## config.mk

```make
export PLATFORM = sky130hd
export DESIGN_NAME = dm_port_arbiter_flat
export DESIGN_NICKNAME = d
export VERILOG_FILES = /design/src/rtl/dm_port_arbiter_pkg.sv /design/src/rtl/dm_port_arbiter_if.sv /design/src/rtl/dm_arb_select.sv /design/src/rtl/dm_port_arbiter.sv /design/src/flat_wrapper.sv
export SDC_FILE = /design/constraint.sdc
export NUM_CORES = 1
export LEC_CHECK = 0
export BUFFER_PORTS_ARGS = -buffer_cell sky130_fd_sc_hd__buf_2
export CAP_MARGIN = 20
export CORE_MARGIN = 8
export CORE_UTILIZATION = 40
export DETAILED_ROUTE_END_ITERATION = 8
export PLACE_DENSITY = 0.69
export SETUP_SLACK_MARGIN = 0.1
export SLEW_MARGIN = 20
export SYNTH_ARGS = -nofsm -noshare
export SYNTH_HDL_FRONTEND = slang
export SYNTH_SLANG_ARGS = --single-unit
```

## constraint.sdc

```tcl
create_clock -name CLK -period 2.1 [get_ports CLK]
set_clock_uncertainty 0.05 [all_clocks]
set_input_delay 0.42 -clock CLK [delete_from_list [all_inputs] [get_ports CLK]]
set_output_delay 0.42 -clock CLK [all_outputs]
set_load 0.005 [all_outputs]
```

## src/rtl/dm_port_arbiter_pkg.sv

```systemverilog
// dm_port_arbiter_pkg
// Shared types and constants for the data-memory port arbiter:
//   state_e    - arbiter FSM states
//   dm_size_t  - DM write-size encoding (SZ_WORD/SZ_BYTE/SZ_HALF/SZ_3B)
//   DM_SENTINEL- load data returned when a transaction times out
package dm_port_arbiter_pkg;

  typedef enum logic [1:0] {
    S_IDLE    = 2'd0,
    S_LD_BUSY = 2'd1,
    S_ST_BUSY = 2'd2,
    S_TURN    = 2'd3
  } state_e;

  typedef logic [1:0] dm_size_t;

  localparam dm_size_t SZ_WORD = 2'd0;
  localparam dm_size_t SZ_BYTE = 2'd1;
  localparam dm_size_t SZ_HALF = 2'd2;
  localparam dm_size_t SZ_3B   = 2'd3;

  localparam logic [31:0] DM_SENTINEL = 32'hDEAD_BEEF;

endpackage

```

## src/rtl/dm_port_arbiter_if.sv

```systemverilog
// dm_port_arbiter_if
// Handshake bundle between the arbiter and the data cache.
//   master : arbiter side (drives address/data/size/strobes, receives read data + valid)
//   slave  : cache side
interface dm_port_arbiter_if;
  import dm_port_arbiter_pkg::*;

  logic [31:0] data_address_2DM;
  logic [31:0] data_write_2DM;
  dm_size_t    data_write_size_2DM;
  logic        MemRead_2DM;
  logic        MemWrite_2DM;
  logic        MemFlush_2DM;
  logic [31:0] data_read_fDM;
  logic        data_valid_fDM;

  modport master (
    output data_address_2DM, data_write_2DM, data_write_size_2DM,
           MemRead_2DM, MemWrite_2DM, MemFlush_2DM,
    input  data_read_fDM, data_valid_fDM
  );

  modport slave (
    input  data_address_2DM, data_write_2DM, data_write_size_2DM,
           MemRead_2DM, MemWrite_2DM, MemFlush_2DM,
    output data_read_fDM, data_valid_fDM
  );

endinterface

```

## src/rtl/dm_arb_select.sv

```systemverilog
// dm_arb_select
// Priority decision between the load path and the store/flush path, plus the
// saturating count of consecutive load grants taken while a store waited.
//   CLK, RESET        : clock, synchronous active-low reset
//   arb_en            : arbiter is in IDLE and may grant this cycle
//   ld_req, st_req    : requests
//   st_full           : store queue full, store takes priority
//   ld_win, st_win    : grant decision for this cycle (mutually exclusive)
module dm_arb_select #(
  parameter int MAX_LD_STREAK = 4
) (
  input  logic CLK,
  input  logic RESET,
  input  logic arb_en,
  input  logic ld_req,
  input  logic st_req,
  input  logic st_full,
  output logic ld_win,
  output logic st_win
);

  localparam int SW = $clog2(MAX_LD_STREAK + 1);

  logic [SW-1:0] streak;
  logic          streak_max;

  assign streak_max = (streak == SW'(MAX_LD_STREAK));

  // A waiting store is only starved for MAX_LD_STREAK load grants in a row.
  assign st_win = arb_en && st_req && (st_full || streak_max || !ld_req);
  assign ld_win = arb_en && ld_req && !st_win;

  always_ff @(posedge CLK) begin
    if (!RESET) begin
      streak <= '0;
    end else if (st_win) begin
      streak <= '0;
    end else if (ld_win && st_req && !streak_max) begin
      streak <= streak + SW'(1);
    end
  end

endmodule

```

## src/rtl/dm_port_arbiter.sv

```systemverilog
// dm_port_arbiter
// Shares the single data-memory port between the MEM-stage load path and the
// store-drain/flush path, runs each transaction over the DM handshake and
// returns completion pulses and load data.
//   CLK, RESET          : clock, synchronous active-low reset
//   ld_req/ld_addr      : load request and byte address
//   ld_gnt/ld_done      : load payload latched / load data valid on ld_rdata
//   ld_rdata            : raw DM word of the last completed load
//   st_req/st_flush/st_full/st_addr/st_wdata/st_size : store or flush request
//   st_gnt/st_done      : store payload latched / store or flush completed
//   dm                  : DM handshake (master side)
//   err_timeout         : sticky, some transaction was aborted on timeout
module dm_port_arbiter
  import dm_port_arbiter_pkg::*;
#(
  parameter int MAX_LD_STREAK = 4,
  parameter int TIMEOUT       = 64,
  parameter int CNT_W         = 7
) (
  input  logic        CLK,
  input  logic        RESET,
  input  logic        ld_req,
  input  logic [31:0] ld_addr,
  output logic        ld_gnt,
  output logic        ld_done,
  output logic [31:0] ld_rdata,
  input  logic        st_req,
  input  logic        st_flush,
  input  logic        st_full,
  input  logic [31:0] st_addr,
  input  logic [31:0] st_wdata,
  input  dm_size_t    st_size,
  output logic        st_gnt,
  output logic        st_done,
  dm_port_arbiter_if.master dm,
  output logic        err_timeout
);

  state_e         state;
  logic [CNT_W-1:0] tmo_cnt;
  logic           arb_en;
  logic           ld_win;
  logic           st_win;
  logic           tmo_hit;
  logic           unused_ld_addr_lsb;

  // Loads always fetch the aligned word; the byte offset is handled upstream.
  assign unused_ld_addr_lsb = ^ld_addr[1:0];

  assign arb_en  = (state == S_IDLE);
  assign tmo_hit = (tmo_cnt == CNT_W'(TIMEOUT - 1));

  dm_arb_select #(
    .MAX_LD_STREAK(MAX_LD_STREAK)
  ) u_select (
    .CLK    (CLK),
    .RESET  (RESET),
    .arb_en (arb_en),
    .ld_req (ld_req),
    .st_req (st_req),
    .st_full(st_full),
    .ld_win (ld_win),
    .st_win (st_win)
  );

  // Grants are decided from this cycle's inputs; the payload is registered at
  // the end of the grant cycle.
  assign ld_gnt = ld_win;
  assign st_gnt = st_win;

  always_ff @(posedge CLK) begin
    if (!RESET) begin
      state                  <= S_IDLE;
      tmo_cnt                <= '0;
      ld_done                <= 1'b0;
      st_done                <= 1'b0;
      ld_rdata               <= '0;
      err_timeout            <= 1'b0;
      dm.data_address_2DM    <= '0;
      dm.data_write_2DM      <= '0;
      dm.data_write_size_2DM <= SZ_WORD;
      dm.MemRead_2DM         <= 1'b0;
      dm.MemWrite_2DM        <= 1'b0;
      dm.MemFlush_2DM        <= 1'b0;
    end else begin
      ld_done <= 1'b0;
      st_done <= 1'b0;
      case (state)
        S_IDLE: begin
          tmo_cnt <= '0;
          if (st_win) begin
            state                  <= S_ST_BUSY;
            dm.data_address_2DM    <= st_addr;
            dm.data_write_2DM      <= st_wdata;
            dm.data_write_size_2DM <= st_size;
            dm.MemWrite_2DM        <= !st_flush;
            dm.MemFlush_2DM        <= st_flush;
          end else if (ld_win) begin
            state               <= S_LD_BUSY;
            dm.data_address_2DM <= {ld_addr[31:2], 2'b00};
            dm.MemRead_2DM      <= 1'b1;
          end
        end
        S_LD_BUSY: begin
          if (dm.data_valid_fDM || tmo_hit) begin
            state          <= S_TURN;
            ld_done        <= 1'b1;
            dm.MemRead_2DM <= 1'b0;
            if (dm.data_valid_fDM) begin
              ld_rdata <= dm.data_read_fDM;
            end else begin
              ld_rdata    <= DM_SENTINEL;
              err_timeout <= 1'b1;
            end
          end else begin
            tmo_cnt <= tmo_cnt + CNT_W'(1);
          end
        end
        S_ST_BUSY: begin
          if (dm.data_valid_fDM || tmo_hit) begin
            state           <= S_TURN;
            st_done         <= 1'b1;
            dm.MemWrite_2DM <= 1'b0;
            dm.MemFlush_2DM <= 1'b0;
            if (!dm.data_valid_fDM) begin
              err_timeout <= 1'b1;
            end
          end else begin
            tmo_cnt <= tmo_cnt + CNT_W'(1);
          end
        end
        S_TURN: begin
          state <= S_IDLE;
        end
        default: begin
          state <= S_IDLE;
        end
      endcase
    end
  end

endmodule

```

## src/flat_wrapper.sv

```systemverilog
// flat-port wrapper written by rule: the top's interface ports become plain ports
module dm_port_arbiter_flat import dm_port_arbiter_pkg::*;
#(
  parameter int MAX_LD_STREAK = 4,
  parameter int TIMEOUT       = 64,
  parameter int CNT_W         = 7
)
  (CLK, RESET, ld_req, ld_addr, ld_gnt, ld_done, ld_rdata, st_req, st_flush, st_full, st_addr, st_wdata, st_size, st_gnt, st_done, err_timeout, dm_data_address_2DM, dm_data_write_2DM, dm_data_write_size_2DM, dm_MemRead_2DM, dm_MemWrite_2DM, dm_MemFlush_2DM, dm_data_read_fDM, dm_data_valid_fDM);
  dm_port_arbiter_if dm_i ();
  input  logic CLK;
  input  logic RESET;
  input  logic ld_req;
  input  logic [31:0] ld_addr;
  output logic ld_gnt;
  output logic ld_done;
  output logic [31:0] ld_rdata;
  input  logic st_req;
  input  logic st_flush;
  input  logic st_full;
  input  logic [31:0] st_addr;
  input  logic [31:0] st_wdata;
  input  dm_size_t st_size;
  output logic st_gnt;
  output logic st_done;
  output logic err_timeout;
  output wire logic [$bits(dm_i.data_address_2DM)-1:0] dm_data_address_2DM;
  output wire logic [$bits(dm_i.data_write_2DM)-1:0] dm_data_write_2DM;
  output wire logic [$bits(dm_i.data_write_size_2DM)-1:0] dm_data_write_size_2DM;
  output wire logic [$bits(dm_i.MemRead_2DM)-1:0] dm_MemRead_2DM;
  output wire logic [$bits(dm_i.MemWrite_2DM)-1:0] dm_MemWrite_2DM;
  output wire logic [$bits(dm_i.MemFlush_2DM)-1:0] dm_MemFlush_2DM;
  input wire logic [$bits(dm_i.data_read_fDM)-1:0] dm_data_read_fDM;
  input wire logic [$bits(dm_i.data_valid_fDM)-1:0] dm_data_valid_fDM;
  assign dm_data_address_2DM = dm_i.data_address_2DM;
  assign dm_data_write_2DM = dm_i.data_write_2DM;
  assign dm_data_write_size_2DM = dm_i.data_write_size_2DM;
  assign dm_MemRead_2DM = dm_i.MemRead_2DM;
  assign dm_MemWrite_2DM = dm_i.MemWrite_2DM;
  assign dm_MemFlush_2DM = dm_i.MemFlush_2DM;
  assign dm_i.data_read_fDM = dm_data_read_fDM;
  assign dm_i.data_valid_fDM = dm_data_valid_fDM;
  dm_port_arbiter #(.MAX_LD_STREAK(MAX_LD_STREAK), .TIMEOUT(TIMEOUT), .CNT_W(CNT_W)) u_core (.CLK(CLK), .RESET(RESET), .ld_req(ld_req), .ld_addr(ld_addr), .ld_gnt(ld_gnt), .ld_done(ld_done), .ld_rdata(ld_rdata), .st_req(st_req), .st_flush(st_flush), .st_full(st_full), .st_addr(st_addr), .st_wdata(st_wdata), .st_size(st_size), .st_gnt(st_gnt), .st_done(st_done), .dm(dm_i), .err_timeout(err_timeout));
endmodule
```

==> flow_summary.yaml <==
clock_network:
  cts_max_level: 4
  cts_buffer_depth: 2
  ctsHoldBuffers: 0
  cts_made_buffers: 17
  root_buffer: "clkbuf_16"
  cts_tree: "done"
  clk-insertion-delay-late_ps: 400
  clkTransAtPathRegs_ps: 60
  clkSinkCount: 116
floorplanning:
  dieWidth_um: 124
  core_um2: 11400
  die_h_um: 124
  initial_utilization_pct: 40.9
  fp-row-count: 39
  ioPinCount: 243
  dieArea_um2: 15300
worst_setup_path:
  critical_path_class: "reg -> out"
  worst_ep_required_time_ps: 1630
  start_kind: "flip-flop"
  endpoint_kind: "output pin"
  critPathMaxFanout: 7
  worstPathArrival_ps: 1500
layout:
  layoutNonFillerInstCount: 917
  syn2layout_area_growth_pct: 40.9
  fin_nets: 906
  drive_gt1_share_pct: 38.6
  regArea_um2: 2320
  fillers: 1009
  multi_input_comb_area_um2: 2120
  diodes: 0
detailed_routing:
  drtIter0Drc: 329
  viasPerCell: 5.05
  post-route-drc-count: 0
  wl_per_cell_um: 15.5
  first_pass_iters: 4
  final_antenna_net_count: 0
  num_vias: 4635
  wl_um: 14200
global_routing:
  first_global_vias: 4688
  grt_pass1_wl_um: 22300
  grt_start_max_net_pins: 69
  grt_usage_pct: 18.1
  antenna_found_initial: 0
  grt-ovfl-total: 0
yosys:
  synthTopCellsByCount: "158 x nand2_1, 116 x dfxtp_1, 39 x a21boi_1"
  yosysMostFrequentCell: "nand2_1"
  synth_edf_count: 0
  syn_area_per_cell_um2: 8.78
  synthCells: 530
  yosys-top-cells-area: "dfxtp_1 50%, nand2_1 13%, o221a_1 6.5%"
  netlist.area_leader.share_pct: 49.9
  yosys_warnings: 0
  syn_area_um2: 4660
  async_flop_share_pct: 0
  synth_ff_type: "dfxtp_1"
  yosysTopAreaCell: "dfxtp_1"
  synth_cell_type_count: 44
  syn_nets: 674
  yosysSeqAreaShare_pct: 49.9
  ys_seq_elements: 116
timing:
  rsz0062_at_grt: "yes"
  tightest_slew_ps: 437
  finalCriticalPeriod_ps: 1970
  finalSetupTns_ps: 0
  post-route-period-util_pct: 94.0
  setup_violations: 0
  setup_slack_ps: 125
  hold_violations: 0
  fmax_mhz: 506
  drv_slew: 0
  timing.slew.headroom_pct: 70.9
placed_design:
  gp_congestion: 0.762
  place_hpwl_um: 10200
  dpl.cell_count: 880
  io_buffers: 240
  post-place-ws_ps: -5.50
power:
  power_density_nw_per_um2: 1240
  total_leakage_power_uw: 0.00310
  ir_drop_v: 0.000726
flow_run:
  drv_cap: 0
outcome:
  status: "finished, final reports clean"
min_path:
  hold_class: "in -> reg"
## cells by family (layout without fill, tap and decap cells)
kind of cell | count (synthesis) | count (layout) | synth area share, %
and+or+nand+nor | 196 | 196 | 17.3
AOI/OAI and AO/OA | 157 | 157 | 24.4
DFF | 116 | 116 | 49.9
buffers and inverters | 50 | 294 | 5.72
adders and majority gates | 7 | 7 | 1.88
xor gates and xnor gates | 2 | 2 | 0.376
muxes | 2 | 2 | 0.430
## report_power, final
group	switching (uW)	internal [uW]
Sequential	239	2710
Clock	929	1700
Combinational	1410	1110
## repair_timing
item | CTS | global route
gates resized for setup | 13 | 4
setup endpoints to repair | 49 | 13
setup buffers | 5 | 1
pin swaps | 4 | 2
## layout make-up
class / instances / area share [%]
clock buffers: 26 / 7.46
clock inverters: 5 / 0.763
inverters: 6 / 0.420
multi-input cells: 364 / 32.3
flip-flops and latches: 116 / 35.4
well taps: 143 / 2.73
repair buffers: 257 / 20.9
## worst max-delay path: stages (launching register included)
cell and delay [ps]:
dfxtp_1 330, inv_2 80, ha_2 180, nand2_1 70, a21o_4 200, inv_6 80
nor2_2 30, buf_2 120
## sequential cells by signal (all words and copies together) (netlist names)
signal,flops
u_core.ld_rdata,32
u_core.st_done,1
u_core.state,2
u_core.dm.MemFlush_2DM,1
u_core.ld_done,1
u_core.err_timeout,1
u_core.dm.MemRead_2DM,1
u_core.dm.data_write_size_2DM,2
u_core.u_select.streak,3
u_core.tmo_cnt,7
u_core.dm.data_address_2DM,32
u_core.dm.MemWrite_2DM,1
u_core.dm.data_write_2DM,32
## worst paths after layout
| check | start | end | slack, ps | cells after the start |
|---|---|---|---|---|
| max | u_core.state[0]$_SDFFE_PN0P_ | ld_gnt | 130 | 7 |
| min | st_wdata[26] | u_core.dm.data_write_2DM[26]$_SDFFE_PN0P_ | 200 | 3 |
| max reg2reg | u_core.state[0]$_SDFFE_PN0P_ | u_core.state[0]$_SDFFE_PN0P_ | 180 | 6 |
| min reg2reg | u_core.tmo_cnt[6]$_SDFFE_PN0P_ | u_core.tmo_cnt[6]$_SDFFE_PN0P_ | 390 | 2 |
## cells in the final DEF (no fill, tap or decap), types with 3 or more instances in the layout
cell	n
ha_1	5
clkbuf_1	6
nor2b_1	4
and2_1	3
nand2b_1	3
o21ai_1	3
dfxtp_1	114
nand2_1	158
a21boi_1	39
clkbuf_8	3
inv_2	4
nor2_1	9
buf_12	3
a22oi_1	3
a31oi_1	30
nand3_1	6
o22ai_1	8
buf_2	239
o21ai_0	33
o221a_1	27
o21a_1	3
buf_4	14
clkbuf_16	17
a21oi_1	3
clkinv_2	4
## through the flow
step	power, uW	area, um2	utilization [%]	hold WS, ps
4_1_cts	8170	6540	57.5	181
5_1_grt	8630	6560	57.7	187
6_report	8110	6560	57.7	198
3_3_place_gp	5350	5930	52.1	374
2_1_floorplan	4460	4660	-	365
3_5_place_dp	5450	5930	52.1	381
## metal layers
| metal | vias to the layer above | track usage (%) | wire (um) |
|---|---|---|---|
| met4 | 0 | 8.20 | 365 |
| met2 | 181 | 29.1 | 6570 |
| li1 | 2312 | - | - |
| met3 | 28 | 8.61 | 1680 |
| met1 | 2114 | 20.0 | 5560 |
| met5 | - | 0 | 0 |
Power figures use the tool's default switching activity.
